## config.mk

```make
export PLATFORM = sky130hd
export DESIGN_NAME = vga_char_writer
export DESIGN_NICKNAME = d
export VERILOG_FILES = /design/src/rtl/vga_pkg.sv /design/src/rtl/vga_char_writer_char_fifo.sv /design/src/rtl/vga_char_writer.sv
export SDC_FILE = /design/constraint.sdc
export NUM_CORES = 1
export LEC_CHECK = 0
export BUFFER_PORTS_ARGS = -buffer_cell sky130_fd_sc_hd__clkbuf_2
export CAP_MARGIN = 10
export CORE_UTILIZATION = 35
export CTS_BUF_LIST = sky130_fd_sc_hd__clkbuf_8 sky130_fd_sc_hd__clkbuf_16
export CTS_CLUSTER_DIAMETER = 50
export CTS_CLUSTER_SIZE = 12
export DETAILED_ROUTE_END_ITERATION = 12
export GPL_ROUTABILITY_DRIVEN = 0
export SYNTH_ARGS = -nofsm -noshare
export SYNTH_HDL_FRONTEND = slang
export SYNTH_SLANG_ARGS = --single-unit
export TNS_END_PERCENT = 5
```

## constraint.sdc

```tcl
create_clock -name clock -period 4.05 [get_ports clock]
set_input_delay 0.405 -clock clock [delete_from_list [all_inputs] [get_ports clock]]
set_output_delay 0.405 -clock clock [all_outputs]
set_load 0.02 [all_outputs]
```

## src/rtl/vga_pkg.sv

```systemverilog
// ---------------------------------------------------------------------------
// vga_pkg
// Shared definitions for the VGA character writer:
//   POS_LIMIT_DEFAULT : number of valid character cells (40x30 text mode)
//   CLEAR_CMD         : character word that means "clear the screen" when the
//                       optional clear feature is built in
//   fb_entry_t        : one queued framebuffer write {addr, data}
//   state_e           : writer state (IDLE draining the queue, CLEAR filling)
// ---------------------------------------------------------------------------
package vga_pkg;

  localparam int unsigned POS_LIMIT_DEFAULT = 1200;
  localparam logic [15:0] CLEAR_CMD         = 16'hFFFF;

  // addr holds the full 16-bit cell index; the top narrows it to ADDR_W.
  typedef struct packed {
    logic [15:0] addr;
    logic [15:0] data;
  } fb_entry_t;

  typedef enum logic {
    IDLE  = 1'b0,
    CLEAR = 1'b1
  } state_e;

endpackage

```

## src/rtl/vga_char_writer_char_fifo.sv

```systemverilog
// ---------------------------------------------------------------------------
// char_fifo
// Parameterised synchronous FIFO with natural-wrap pointers.
// Ports:
//   clock, reset      : clock, asynchronous active-high reset
//   i_push, i_data    : write request and word (ignored while full)
//   i_pop             : remove the head entry (ignored while empty)
//   o_head            : current head entry (valid while o_count != 0)
//   o_count           : number of stored entries, 0..DEPTH
//   o_full            : o_count == DEPTH
// ---------------------------------------------------------------------------
module char_fifo #(
  parameter int DEPTH = 8,
  parameter int WIDTH = 32
) (
  input  logic                     clock,
  input  logic                     reset,
  input  logic                     i_push,
  input  logic [WIDTH-1:0]         i_data,
  input  logic                     i_pop,
  output logic [WIDTH-1:0]         o_head,
  output logic [$clog2(DEPTH):0]   o_count,
  output logic                     o_full
);

  localparam int PTR_W = $clog2(DEPTH);

  logic [WIDTH-1:0] r_mem [DEPTH];
  logic [PTR_W-1:0] r_wr_ptr;
  logic [PTR_W-1:0] r_rd_ptr;
  logic [PTR_W:0]   r_count;
  logic             w_do_push;
  logic             w_do_pop;

  assign o_full    = (r_count == (PTR_W+1)'(DEPTH));
  assign w_do_push = i_push && !o_full;
  assign w_do_pop  = i_pop && (r_count != '0);

  // NOTE: the storage array has no reset; only pointers and count need a
  // known value, and leaving the RAM unreset lets it map onto memory cells.
  always_ff @(posedge clock) begin
    if (w_do_push) begin
      r_mem[r_wr_ptr] <= i_data;
    end
  end

  // NOTE: sequential state uses non-blocking assignments so every register
  // samples the pre-edge values regardless of statement order.
  always_ff @(posedge clock or posedge reset) begin
    if (reset) begin
      r_wr_ptr <= '0;
      r_rd_ptr <= '0;
      r_count  <= '0;
    end else begin
      if (w_do_push) r_wr_ptr <= r_wr_ptr + 1'b1;
      if (w_do_pop)  r_rd_ptr <= r_rd_ptr + 1'b1;
      case ({w_do_push, w_do_pop})
        2'b10:   r_count <= r_count + 1'b1;
        2'b01:   r_count <= r_count - 1'b1;
        default: r_count <= r_count;
      endcase
    end
  end

  assign o_head  = r_mem[r_rd_ptr];
  assign o_count = r_count;

endmodule

```

## src/rtl/vga_char_writer.sv

```systemverilog
// ---------------------------------------------------------------------------
// vga_char_writer
// Queues CPU character writes (rising edge of videoflag) and drains them into
// the text framebuffer write port in cycles where the scanout arbiter grants
// access. Out-of-range positions and requests arriving while full are
// dropped and counted (saturating at 255).
// Optional feature, macro VGA_CLEAR_SCREEN_EN: a request whose character word
// is 16'hFFFF becomes a clear command that fills every cell with CLEAR_CHAR
// once it reaches the queue head.
// Ports:
//   clock, reset            : 25 MHz video clock, async active-high reset
//   videoflag               : CPU write strobe (level; request = rising edge)
//   vga_pos, vga_char       : cell index and char/colour word of the request
//   fb_grant                : arbiter grant for this cycle
//   fb_we, fb_addr, fb_data : framebuffer write port (combinational)
//   busy                    : queue non-empty or clear in progress
//   full                    : queue holds DEPTH entries
//   drop_count              : saturating count of rejected requests
// ---------------------------------------------------------------------------
module vga_char_writer
  import vga_pkg::*;
#(
  parameter int          DEPTH      = 8,
  parameter int          POS_LIMIT  = POS_LIMIT_DEFAULT,
  parameter int          ADDR_W     = 11,
  parameter logic [15:0] CLEAR_CHAR = 16'h0000
) (
  input  logic              clock,
  input  logic              reset,
  input  logic              videoflag,
  input  logic [15:0]       vga_pos,
  input  logic [15:0]       vga_char,
  input  logic              fb_grant,
  output logic              fb_we,
  output logic [ADDR_W-1:0] fb_addr,
  output logic [15:0]       fb_data,
  output logic              busy,
  output logic              full,
  output logic [7:0]        drop_count
);

  logic                   r_vflag;
  logic [7:0]             r_drop_count;
  logic                   w_req;
  logic                   w_pos_ok;
  logic                   w_is_clr_req;
  logic                   w_push;
  logic                   w_pop;
  logic                   w_full;
  logic [$clog2(DEPTH):0] w_count;
  fb_entry_t              w_push_entry;
  fb_entry_t              w_head;

  assign w_req    = videoflag && !r_vflag;
  assign w_pos_ok = (32'(vga_pos) < 32'(POS_LIMIT));

`ifdef VGA_CLEAR_SCREEN_EN
  assign w_is_clr_req = (vga_char == CLEAR_CMD);
`else
  assign w_is_clr_req = 1'b0;
`endif

  // Full is the registered count, so a push racing a pop while full drops.
  assign w_push       = w_req && !w_full && (w_pos_ok || w_is_clr_req);
  assign w_push_entry = '{addr: vga_pos, data: vga_char};

  char_fifo #(
    .DEPTH (DEPTH),
    .WIDTH ($bits(fb_entry_t))
  ) u_fifo (
    .clock   (clock),
    .reset   (reset),
    .i_push  (w_push),
    .i_data  (w_push_entry),
    .i_pop   (w_pop),
    .o_head  (w_head),
    .o_count (w_count),
    .o_full  (w_full)
  );

  always_ff @(posedge clock or posedge reset) begin
    if (reset) begin
      r_vflag      <= 1'b0;
      r_drop_count <= '0;
    end else begin
      r_vflag <= videoflag;
      if (w_req && !w_push && (r_drop_count != 8'hFF)) begin
        r_drop_count <= r_drop_count + 1'b1;
      end
    end
  end

`ifdef VGA_CLEAR_SCREEN_EN
  state_e            r_state;
  state_e            w_state_next;
  logic [ADDR_W-1:0] r_clr_idx;
  logic [ADDR_W-1:0] w_clr_idx_next;

  always_ff @(posedge clock or posedge reset) begin
    if (reset) begin
      r_state   <= IDLE;
      r_clr_idx <= '0;
    end else begin
      r_state   <= w_state_next;
      r_clr_idx <= w_clr_idx_next;
    end
  end

  // NOTE: every output of this block gets a default before the case, so no
  // path leaves a variable unassigned and no latch is inferred.
  always_comb begin
    w_state_next   = r_state;
    w_clr_idx_next = r_clr_idx;
    w_pop          = 1'b0;
    fb_we          = 1'b0;
    fb_addr        = '0;
    fb_data        = '0;
    case (r_state)
      IDLE: begin
        if ((w_count != '0) && fb_grant) begin
          w_pop = 1'b1;
          // A clear command is consumed without a framebuffer write.
          if (w_head.data == CLEAR_CMD) begin
            w_state_next   = CLEAR;
            w_clr_idx_next = '0;
          end else begin
            fb_we   = 1'b1;
            fb_addr = w_head.addr[ADDR_W-1:0];
            fb_data = w_head.data;
          end
        end
      end
      CLEAR: begin
        if (fb_grant) begin
          fb_we   = 1'b1;
          fb_addr = r_clr_idx;
          fb_data = CLEAR_CHAR;
          if (r_clr_idx == ADDR_W'(POS_LIMIT - 1)) begin
            w_state_next = IDLE;
          end else begin
            w_clr_idx_next = r_clr_idx + 1'b1;
          end
        end
      end
      default: w_state_next = IDLE;
    endcase
  end

  assign busy = (w_count != '0) || (r_state == CLEAR);
`else
  always_comb begin
    w_pop   = 1'b0;
    fb_we   = 1'b0;
    fb_addr = '0;
    fb_data = '0;
    if ((w_count != '0) && fb_grant) begin
      w_pop   = 1'b1;
      fb_we   = 1'b1;
      fb_addr = w_head.addr[ADDR_W-1:0];
      fb_data = w_head.data;
    end
  end

  assign busy = (w_count != '0);
`endif

  assign full       = w_full;
  assign drop_count = r_drop_count;

endmodule

```

==> summary.md, run 1 <==
| Metric | Value |
|---|---|
| DR vias/cell | `5.06` |
| Post-CTS setup buffers | `0` |
| M2 GR Usage | `22.9%` |
| Clock skew | `12.6 ps` |
| Worst relative slew slack | `32.8%` |
| Nets | `575` |
| Seq pwr share | `43.8%` |
| Crit path buf inv count | `2` |
| Net Switching | `2.04 mW` |
| Cell Chain, Critical Path | `buf_12, mux4_2, mux2i_1, nor2_1, clkbuf_2` |
| Post-Syn Area | `9230 sq um` |
| Vias in the first global route | `4925` |
| Int Power | `4.97 mW` |
| Cts bufs inserted | `27` |
| PnR worst setup slack | `874 ps` |
| Outcome | `complete, but fails checks` |
| VDD IR max | `403 uV` |
| RSZ-0062 raised after global routing | `false` |
| Crit. End Element | `primary output` |
| Final Cell Area | `10900 sq um` |
| Combinational share of power | `23.5%` |
| Fin. Hold Viols | `19` |
| Clock period minus worst slack | `3180 ps` |
| Via Count | `4465` |
| CP max FO | `29` |
| Worst-margin pin slew | `1010 ps` |
| Drt first-iter violations | `322` |
| Critical Path Max Stage Delay | `810 ps` |
| Worst flop-to-flop path endpoint | `u_fifo.o_count[2]` |
| DRC | `0` |
| Synth cell types | `37` |
| Die width | `164 um` |
| Max-Cap Viols | `0` |
| HPWL after detailed placement | `10300 um` |
| Grt met1 use | `18.6%` |
| Initial antenna violation count | `0` |
| Sequential area share after synthesis | `75.4%` |
| Number of cell rows | `59` |
| Clock Power Share | `32.7%` |
| Critical path class | `reg -> out` |
| Global route overflow | `0` |
| Clock Tree Root | `clkbuf_16` |
| Ports | `74` |
| Starting Density | `35.5%` |
| Top Family by Delay on Critical Path | `flip-flops` |
| Hold slack | `-18.9 ps` |
| Asr flop ratio synth | `8.09%` |
| Final slew viol count | `0` |
| CTS tree | `built` |
| Post-DP Area | `10100 sq um` |
| Slowest stage cell, crit path | `dfrtp_4` |
| Reg2reg start | `u_fifo.o_count[3]` |
| # hold bufs at CTS | `0` |
| Sw Ratio | `29.1%` |
| # setup viols final | `0` |
| Total GRT Usage | `13.7%` |
| Setup_tns | `0 ps` |
| Filler cell count | `2283` |
| FF-to-FF path depth | `11` |
| Yosys reg bits | `235` |
| LEAKAGE | `3.76 nW` |
| First-pass GRT wire length | `27900 um` |
| Fraction of layout cells with a size suffix above 1 | `36.7%` |
| Violated checks | `negative hold slack` |
| Worst-path clk slew | `60 ps` |
| Drt pass-1 iters | `6` |
| Ys Warns | `0` |
| Post-Place Worst Slack | `1070 ps` |
| Area Growth Syn to Fin | `18.6%` |
| Global route hottest layer | `met2` |
| Clock latency on the worst-skew pair | `530 ps` |
| FMAX | `315 MHz` |
| Crit path required time | `3640 ps` |
| P per Cell Area | `640 nW/um^2` |
| Reg2reg setup slack | `1420 ps` |
| Die Y | `164 um` |
| Syn_nets | `480` |
| Worst setup SP type | `register` |
| Syn_area_per_cell | `21.1 sq um` |
| DIE AREA | `27000 sq um` |
| Routed wire length | `17900 um` |
| Post-synth EDFFs | `216` |
| Tcrit/Tclk final | `78.4%` |
| PortBufs | `73` |
| Ant. Diodes | `0` |
| H-tree depth | `1` |
| Crit path from | `u_fifo.r_rd_ptr[0]` |
| CTS Sinks | `235` |
| Maximum buffer depth of the clock tree | `3` |
| WP data arrival | `2770 ps` |
| Largest net degree at the start of global routing | `30` |
| Grt met3 use | `2.71%` |
| Wire per inst | `20.2 um` |
| CTS resizes | `0` |
| Remaining antenna violation count | `0` |
| Post-Synthesis Cells | `438` |
| Ys flop type | `edfxtp_1` |
| HP Class | `in -> async` |
| Core area | `26000 sq um` |
==> power by group through the flow <==
stage                     sequential (mW)  clock [mW]  combinational (mW)
after floorplan                      2.90           0                1.38
after global placement               3.12           0                1.65
after detailed placement             3.13           0                1.68
after CTS                            3.08        2.35                1.69
after global routing                 3.11        2.44                1.78
final                                3.07        2.29                1.65
==> through the flow <==
| step | power [mW] | hold slack [ps] | utilization, % | instances |
|---|---|---|---|---|
| 2_1_floorplan | 4.29 | 356 | - | 438 |
| 3_3_place_gp | 4.77 | 468 | 38.9 | 839 |
| 3_5_place_dp | 4.81 | 479 | 38.9 | 839 |
| 4_1_cts | 7.12 | 0.597 | 42.1 | 882 |
| 5_1_grt | 7.33 | 5.73 | 42.1 | 882 |
| 6_report | 7.01 | -18.9 | 42.1 | 882 |
==> cells by family (layout without fill, tap and decap cells) <==
| kind of cell | count (synthesis) | in the layout | synth area share [%] |
|---|---|---|---|
| buffers and inverters | 24 | 133 | 1.11 |
| adder cells (fa/ha/maj) | 6 | 6 | 0.814 |
| XOR/XNOR | 16 | 16 | 1.52 |
| AND/OR/NAND/NOR | 64 | 64 | 3.82 |
| multiplexers | 85 | 85 | 16.6 |
| flip-flops | 235 | 235 | 75.4 |
| AO/OA/AOI/OAI | 8 | 8 | 0.692 |
==> registers in the layout, indices dropped and copies added, names as in the netlist <==
register,flops
u_fifo.o_count,4
drop_count,8
u_fifo.r_rd_ptr,3
u_fifo.r_mem,216
r_vflag,1
u_fifo.r_wr_ptr,3
==> cell type report <==
| class | instances | area (sq um) | share of cell area, % |
|---|---|---|---|
| clock inverter | 14 | 135 | 1.24 |
| sequential | 235 | 6970 | 63.7 |
| tap | 335 | 419 | 3.83 |
| inverter | 4 | 17.5 | 0.160 |
| multi-input combinational | 179 | 2220 | 20.3 |
| clock buffer | 29 | 703 | 6.43 |
| timing repair buffer | 86 | 475 | 4.35 |
==> layout by cell type, fill, tap and decap left out, types with 4 or more instances in the layout <==
| cell | Yosys | layout |
|---|---|---|
| edfxtp_1 | 216 | 216 |
| nor2_1 | 31 | 30 |
| clkbuf_2 | 1 | 73 |
| xor2_1 | 9 | 9 |
| nand3_1 | 4 | 4 |
| dfrtp_1 | 19 | 16 |
| clkbuf_16 | 0 | 27 |
| inv_1 | 3 | 7 |
| ha_1 | 6 | 6 |
| nand2_1 | 7 | 7 |
| mux2i_1 | 27 | 27 |
| buf_4 | 0 | 12 |
| mux4_2 | 54 | 54 |
| xnor2_1 | 7 | 7 |
==> Yosys cell counts (2+ instances only) <==
master	instances	area, sq um
a21oi_1	2	10.0
buf_1	5	18.8
buf_2	7	35.0
clkbuf_1	7	26.3
dfrtp_1	19	475
edfxtp_1	216	6490
ha_1	6	75.1
inv_1	3	11.3
mux2_2	3	33.8
mux2i_1	27	270
mux4_2	54	1220
nand2_1	7	26.3
nand3_1	4	20.0
nand3b_1	2	15.0
nor2_1	31	116
nor3_1	4	20.0
nor3b_1	2	15.0
nor4_1	2	12.5
nor4b_2	3	45.0
o21ai_0	2	10.0
or4_1	2	15.0
xnor2_1	7	61.3
xor2_1	9	78.8
==> metal layers <==
metal / routed length, um / up-vias
met4: 337 / 0
met2: 8700 / 105
met1: 7870 / 2354
met5: 0 / -
met3: 952 / 29
li1: - / 1977
==> how the worst max path moves through the flow <==
stage / slack [ps] / to / cells past startpoint
CTS: 810 / fb_addr[10] / 5
finish: 870 / fb_addr[10] / 5
global route: 720 / fb_addr[10] / 5
floorplan: -100 / u_fifo.r_mem[6][0] / 5
global placement: 1140 / u_fifo.o_count[2] / 12
detailed placement: 1070 / u_fifo.o_count[2] / 12
Note: power is estimated with default switching activity, not from simulation.
==> inputs of run 2 (changes only) <==
ABC_AREA = 1   (was default)
clock period = 2.7 ns   (was 4.05 ns; I/O delays follow)
==> summary.md, run 2 <==
| Metric | Value |
|---|---|
| Clock period minus worst slack | `2510 ps` |
| Fin. Hold Viols | `0` |
| First-pass GRT wire length | `32700 um` |
| Core area | `27000 sq um` |
| Synth top cells by count | `edfxtp_1, nor2_1, o21ai_0` |
| VDD IR max | `591 uV` |
| Post-Synthesis Cells | `796` |
| Wire per inst | `16.9 um` |
| CTS Sinks | `235` |
| Tcrit/Tclk final | `93.1%` |
| Hold slack | `21.0 ps` |
| HPWL after detailed placement | `11600 um` |
| Initial antenna violation count | `0` |
| Worst-path clk slew | `60 ps` |
| Cell Chain, Critical Path | `clkinv_2, buf_4, nor2_1, o21ai_0, o21ai_1, nor2_1, clkbuf_2` |
| Worst-margin pin slew | `828 ps` |
| Commonest non-fill, non-tap cells in the layout | `edfxtp_1, nor2_1, o21ai_0, clkbuf_2, o21ai_1` |
| Die Y | `168 um` |
| Area Growth Syn to Fin | `17.8%` |
| Routed wire length | `20900 um` |
| Critical Path Max Stage Delay | `430 ps` |
| Most numerous cell in the Yosys netlist | `edfxtp_1` |
| Syn_area_per_cell | `12.2 sq um` |
| Worst path most repeated cell | `nor2_1` |
| P per Cell Area | `979 nW/um^2` |
| Nets | `921` |
| Asr flop ratio synth | `8.09%` |
| Max FFs per register | `216` |
| H-tree depth | `1` |
| Synth cell types | `30` |
| Most common cell after layout, fill and taps aside | `edfxtp_1` |
| Clock latency on the worst-skew pair | `540 ps` |
| Drt pass-1 iters | `4` |
| Clock Tree Root | `clkbuf_16` |
| Vias in the first global route | `5957` |
| Largest net degree at the start of global routing | `57` |
| Ports | `74` |
| Final slew viol count | `0` |
| Critical path class | `reg -> out` |
| Ys flop type | `edfxtp_1` |
| Yosys reg bits | `235` |
| Total GRT Usage | `14.8%` |
| Syn_nets | `838` |
| Outcome | `finished clean` |
| Synth area leader | `edfxtp_1` |
| Yosys top cell area share | `67.0%` |
| DRC | `0` |
| CP max FO | `20` |
| PortBufs | `73` |
| Synth area leaders | `edfxtp_1, nor2_1, o21ai_0` |
| Setup_tns | `0 ps` |
| LEAKAGE | `4.11 nW` |
| Filler cell count | `2501` |
| Crit path required time | `2430 ps` |
| Ant. Diodes | `0` |
| Drt first-iter violations | `354` |
| Sequential area share after synthesis | `71.9%` |
| Fraction of layout cells with a size suffix above 1 | `18.4%` |
| Slowest stage cell, crit path | `dfrtp_2` |
| FMAX | `398 MHz` |
| DR vias/cell | `4.98` |
| Via Count | `6159` |
| CTS tree | `built` |
| Ys Warns | `0` |
| Post-synth EDFFs | `216` |
| Final Util | `42.2%` |
| Cts bufs inserted | `27` |
| Die width | `168 um` |
| Worst setup SP type | `register` |
| Power Total | `11.2 mW` |
| # setup viols final | `0` |
| Number of cell rows | `60` |
| WP data arrival | `2240 ps` |
| Post-Place Worst Slack | `380 ps` |
| Max-Cap Viols | `0` |
| Clock skew | `16.0 ps` |
| Starting Density | `35.8%` |
| Worst relative slew slack | `44.7%` |
| HP Class | `in -> reg` |
| RSZ-0062 raised after global routing | `false` |
| DIE AREA | `28300 sq um` |
| Remaining antenna violation count | `0` |
| Top reg by flops | `u_fifo.r_mem` |
| PnR worst setup slack | `188 ps` |
| Post-Syn Area | `9680 sq um` |
| Global route overflow | `0` |
| Crit. End Element | `primary output` |
| Maximum buffer depth of the clock tree | `3` |
-- run 2: cell families (layout without fill, tap and decap cells) --
| logic type | Yosys count | after routing | share of synthesized area [%] |
|---|---|---|---|
| compound gates | 192 | 192 | 10.3 |
| xor+xnor | 9 | 9 | 0.814 |
| fa+ha+maj | 6 | 6 | 0.776 |
| buf+inv | 66 | 165 | 3.61 |
| flops | 235 | 235 | 71.9 |
| simple gates | 288 | 288 | 12.6 |
-- run 2: final timing paths --
kind	start	endpoint	slack, ps	depth (start not counted)
max	u_fifo.r_rd_ptr[0]	fb_data[15]	190	7
min	vga_pos[0]	u_fifo.r_mem[0][16]	20	1
max reg2reg	u_fifo.o_count[0]	u_fifo.o_count[2]	450	13
min reg2reg	u_fifo.o_count[3]	u_fifo.o_count[3]	470	2
max in group asynchronous	reset	u_fifo.r_rd_ptr[0]	1700	3
min in group asynchronous	reset	u_fifo.r_rd_ptr[2]	440	3
-- run 2: critical path: cells and delay by family, from the launching register on --
family / cells / cell delay, ps
AOI/OAI and AO/OA: 2 / 280
and+or+nand+nor: 2 / 220
buffers and inverters: 3 / 760
DFF: 1 / 430
-- run 2: area by class of cell --
type / count / area (sq um) / share of cell area (%)
flip-flops and latches: 235 / 6960 / 61.1
multi-input cells: 495 / 2420 / 21.3
clock buffers: 29 / 703 / 6.17
repair buffers: 98 / 647 / 5.68
well taps: 341 / 427 / 3.74
clock inverters: 16 / 150 / 1.32
inverters: 22 / 83.8 / 0.735
-- run 2: timing repair --
item	CTS	global route
hold endpoints to repair	28	0
buffers inserted	0	0
resized for setup	0	4
setup endpoints to repair	0	4
hold buffers	3	0
-- run 2: routing by layer --
layer	global-route usage (%)	up-vias	wire length (um)
met5	0	-	0
met2	25.5	151	10000
met1	19.3	2984	9470
met3	2.80	31	1140
met4	3.20	0	292
li1	-	2993	-
-- run 2: report_power, final --
part,internal [mW],switching [mW]
combinational,1.12,2.39
sequential,4.07,0.109
clock,2.07,1.40
total,7.26,3.90
-- run 2: through the flow --
stage,instances,cell area (sq um)
5_1_grt,1236,11400
6_report,1236,11400
3_3_place_gp,1188,10500
2_1_floorplan,796,9680
3_5_place_dp,1188,10500
4_1_cts,1236,11400
==> inputs of run 3 (changes only) <==
CORE_UTILIZATION = 46   (was 35)
PLACE_DENSITY = 0.66   (was default)
RECOVER_POWER = 50   (was default)
==> summary.md, run 3 (synthesized netlist as in run 2, its figures left out) <==
| Metric | Value |
|---|---|
| Commonest non-fill, non-tap cells in the layout | `edfxtp_1, nor2_1, o21ai_0, o21ai_1, nand2_1` |
| Setup_tns | `0 ps` |
| Outcome | `finished clean` |
| Met3 wire length | `1240 um` |
| Global route overflow | `0` |
| Critical path class | `reg -> out` |
| P per Cell Area | `960 nW/um^2` |
| Via Count | `6223` |
| Worst-path clk slew | `60 ps` |
| Vias in the first global route | `5874` |
| Hold path depth | `1` |
| Crit path required time | `2430 ps` |
| Met2 routed WL | `10000 um` |
| Number of cell rows | `52` |
| PortBufs | `73` |
| Clock Power Share | `28.6%` |
| Drt pass-1 iters | `7` |
| DIE AREA | `21600 sq um` |
| WP data arrival | `2260 ps` |
| Cts bufs inserted | `25` |
| DRC | `0` |
| Net Switching | `3.76 mW` |
| H-tree depth | `1` |
| Sw Ratio | `35.1%` |
| Remaining antenna violation count | `0` |
| Max-Cap Viols | `0` |
| Routed met1 length | `8940 um` |
| Clock latency on the worst-skew pair | `500 ps` |
| Total GRT Usage | `19.1%` |
| Fraction of layout cells with a size suffix above 1 | `13.0%` |
| Highest Signal Layer | `met4` |
| Critical Path Max Stage Delay | `580 ps` |
| DR vias/cell | `5.35` |
| Hold path startpoint | `vga_char[5]` |
| CTS Sinks | `235` |
| Clock period minus worst slack | `2530 ps` |
| Worst setup SP type | `register` |
| Die width | `147 um` |
| Top Family by Delay on Critical Path | `buffers and inverters` |
| Hold slack | `116 ps` |
| Multi-input combinational cell area | `2410 sq um` |
| Wire per inst | `17.6 um` |
| Fin. Hold Viols | `0` |
| VDD IR max | `508 uV` |
| CP max FO | `46` |
| Combinational share of power | `31.9%` |
| Largest net degree at the start of global routing | `51` |
| Non-filler cells, final | `1163` |
| Slowest stage cell, crit path | `dfrtp_4` |
| Final slew viol count | `0` |
| Worst flop-to-flop path endpoint | `u_fifo.o_count[2]` |
| Maximum buffer depth of the clock tree | `3` |
| Worst relative slew slack | `43.6%` |
| Nets | `916` |
| FF-to-FF path depth | `13` |
| Initial antenna violation count | `1` |
| LEAKAGE | `3.97 nW` |
| HPWL after detailed placement | `10800 um` |
| Clock Tree Root | `clkbuf_16` |
| RSZ-0062 raised after global routing | `false` |
| Starting Density | `47.4%` |
| First-pass GRT wire length | `31800 um` |
| Int Power | `6.96 mW` |
| Crit path from | `u_fifo.r_rd_ptr[0]` |
| Crit path buf inv count | `3` |
| # setup viols final | `0` |
| Core area | `20400 sq um` |
| Cell Chain, Critical Path | `clkinv_2, buf_12, nor2_1, o22ai_1, nor2_1, nor2_1, clkbuf_2` |
| Worst path most repeated cell | `nor2_1` |
| Critical Path Sink | `fb_addr[7]` |
| Worst-margin pin slew | `845 ps` |
| Tcrit/Tclk final | `93.8%` |
| FMAX | `395 MHz` |
| Area Growth Syn to Fin | `15.4%` |
| Reg2reg start | `u_fifo.o_count[0]` |
| CTS tree | `built` |
| Ports | `74` |
| Reg2reg setup slack | `360 ps` |
| Most common cell after layout, fill and taps aside | `edfxtp_1` |
| Die Y | `147 um` |
| Seq pwr share | `39.5%` |
| Inst Count DP | `1114` |
| Clock skew | `5.38 ps` |
| Filler cell count | `1763` |
| Max FFs per register | `216` |
| Top reg by flops | `u_fifo.r_mem` |
| HP Class | `in -> reg` |
| Power Total | `10.7 mW` |
| Crit. path cell count | `7` |
| Storage element area | `6970 sq um` |
| Routed wire length | `20500 um` |
| Drt first-iter violations | `464` |
| Crit. End Element | `primary output` |
==> run 3: worst register-to-register path: stages (launching register included) <==
cell,delay (ps)
dfrtp_1,430
nor2_1,110
nand2_2,90
nor2_4,30
nor2_1,320
nand2_4,180
ha_1,270
nand2_1,90
inv_1,40
nor2_1,170
ha_1,180
a21oi_1,50
xor2_1,160
o21ai_0,140
==> run 3: what timing repair did <==
item | in CTS | in global routing
endpoints found under the hold margin | 20 | 0
hold buffers | 2 | 0
buffers inserted | 0 | 1
setup endpoints to repair | 4 | 19
resized for setup | 1 | 1
==> run 3: metrics by stage <==
step                cell area (sq um)  util, %  setup slack, ps
global route                    11200     54.7             11.7
CTS                             11200     54.9             40.4
detailed placement              10400     51.1              488
floorplan                        9680        -              152
finish                          11200     54.7              167
global placement                10400     51.1              519
==> run 3: how the worst min path moves through the flow <==
stage / slack, ps / to
after floorplan: 220 / drop_count[0]
after global placement: 400 / r_vflag
after detailed placement: 400 / r_vflag
after CTS: 30 / u_fifo.r_mem[5][16]
after global routing: 100 / u_fifo.r_mem[5][16]
final: 120 / u_fifo.r_mem[6][5]
==> run 3: power by group through the flow <==
stage	sequential [mW]	clock (mW)	combinational, mW
after detailed placement	4.33	0	3.39
after global placement	4.33	0	3.33
after global routing	4.25	3.27	3.84
after floorplan	4.25	0	2.52
final	4.23	3.07	3.42
after CTS	4.25	3.12	3.40
==> run 3: metal layers <==
metal  track usage (%)  vias up
met4              4.90        0
met3              2.89       16
met2              32.1      175
met1              26.1     3048
li1                  -     2984
met5                 0        -
==> run 3: cell type report <==
cell class	instances	area share (%)
Multi-Input combinational cell	495	21.5
Timing Repair Buffer	95	5.57
Sequential cell	235	62.4
Clock inverter	16	0.650
Inverter	22	0.750
Antenna cell	1	0.0224
Clock buffer	29	6.09
Tap cell	270	3.02
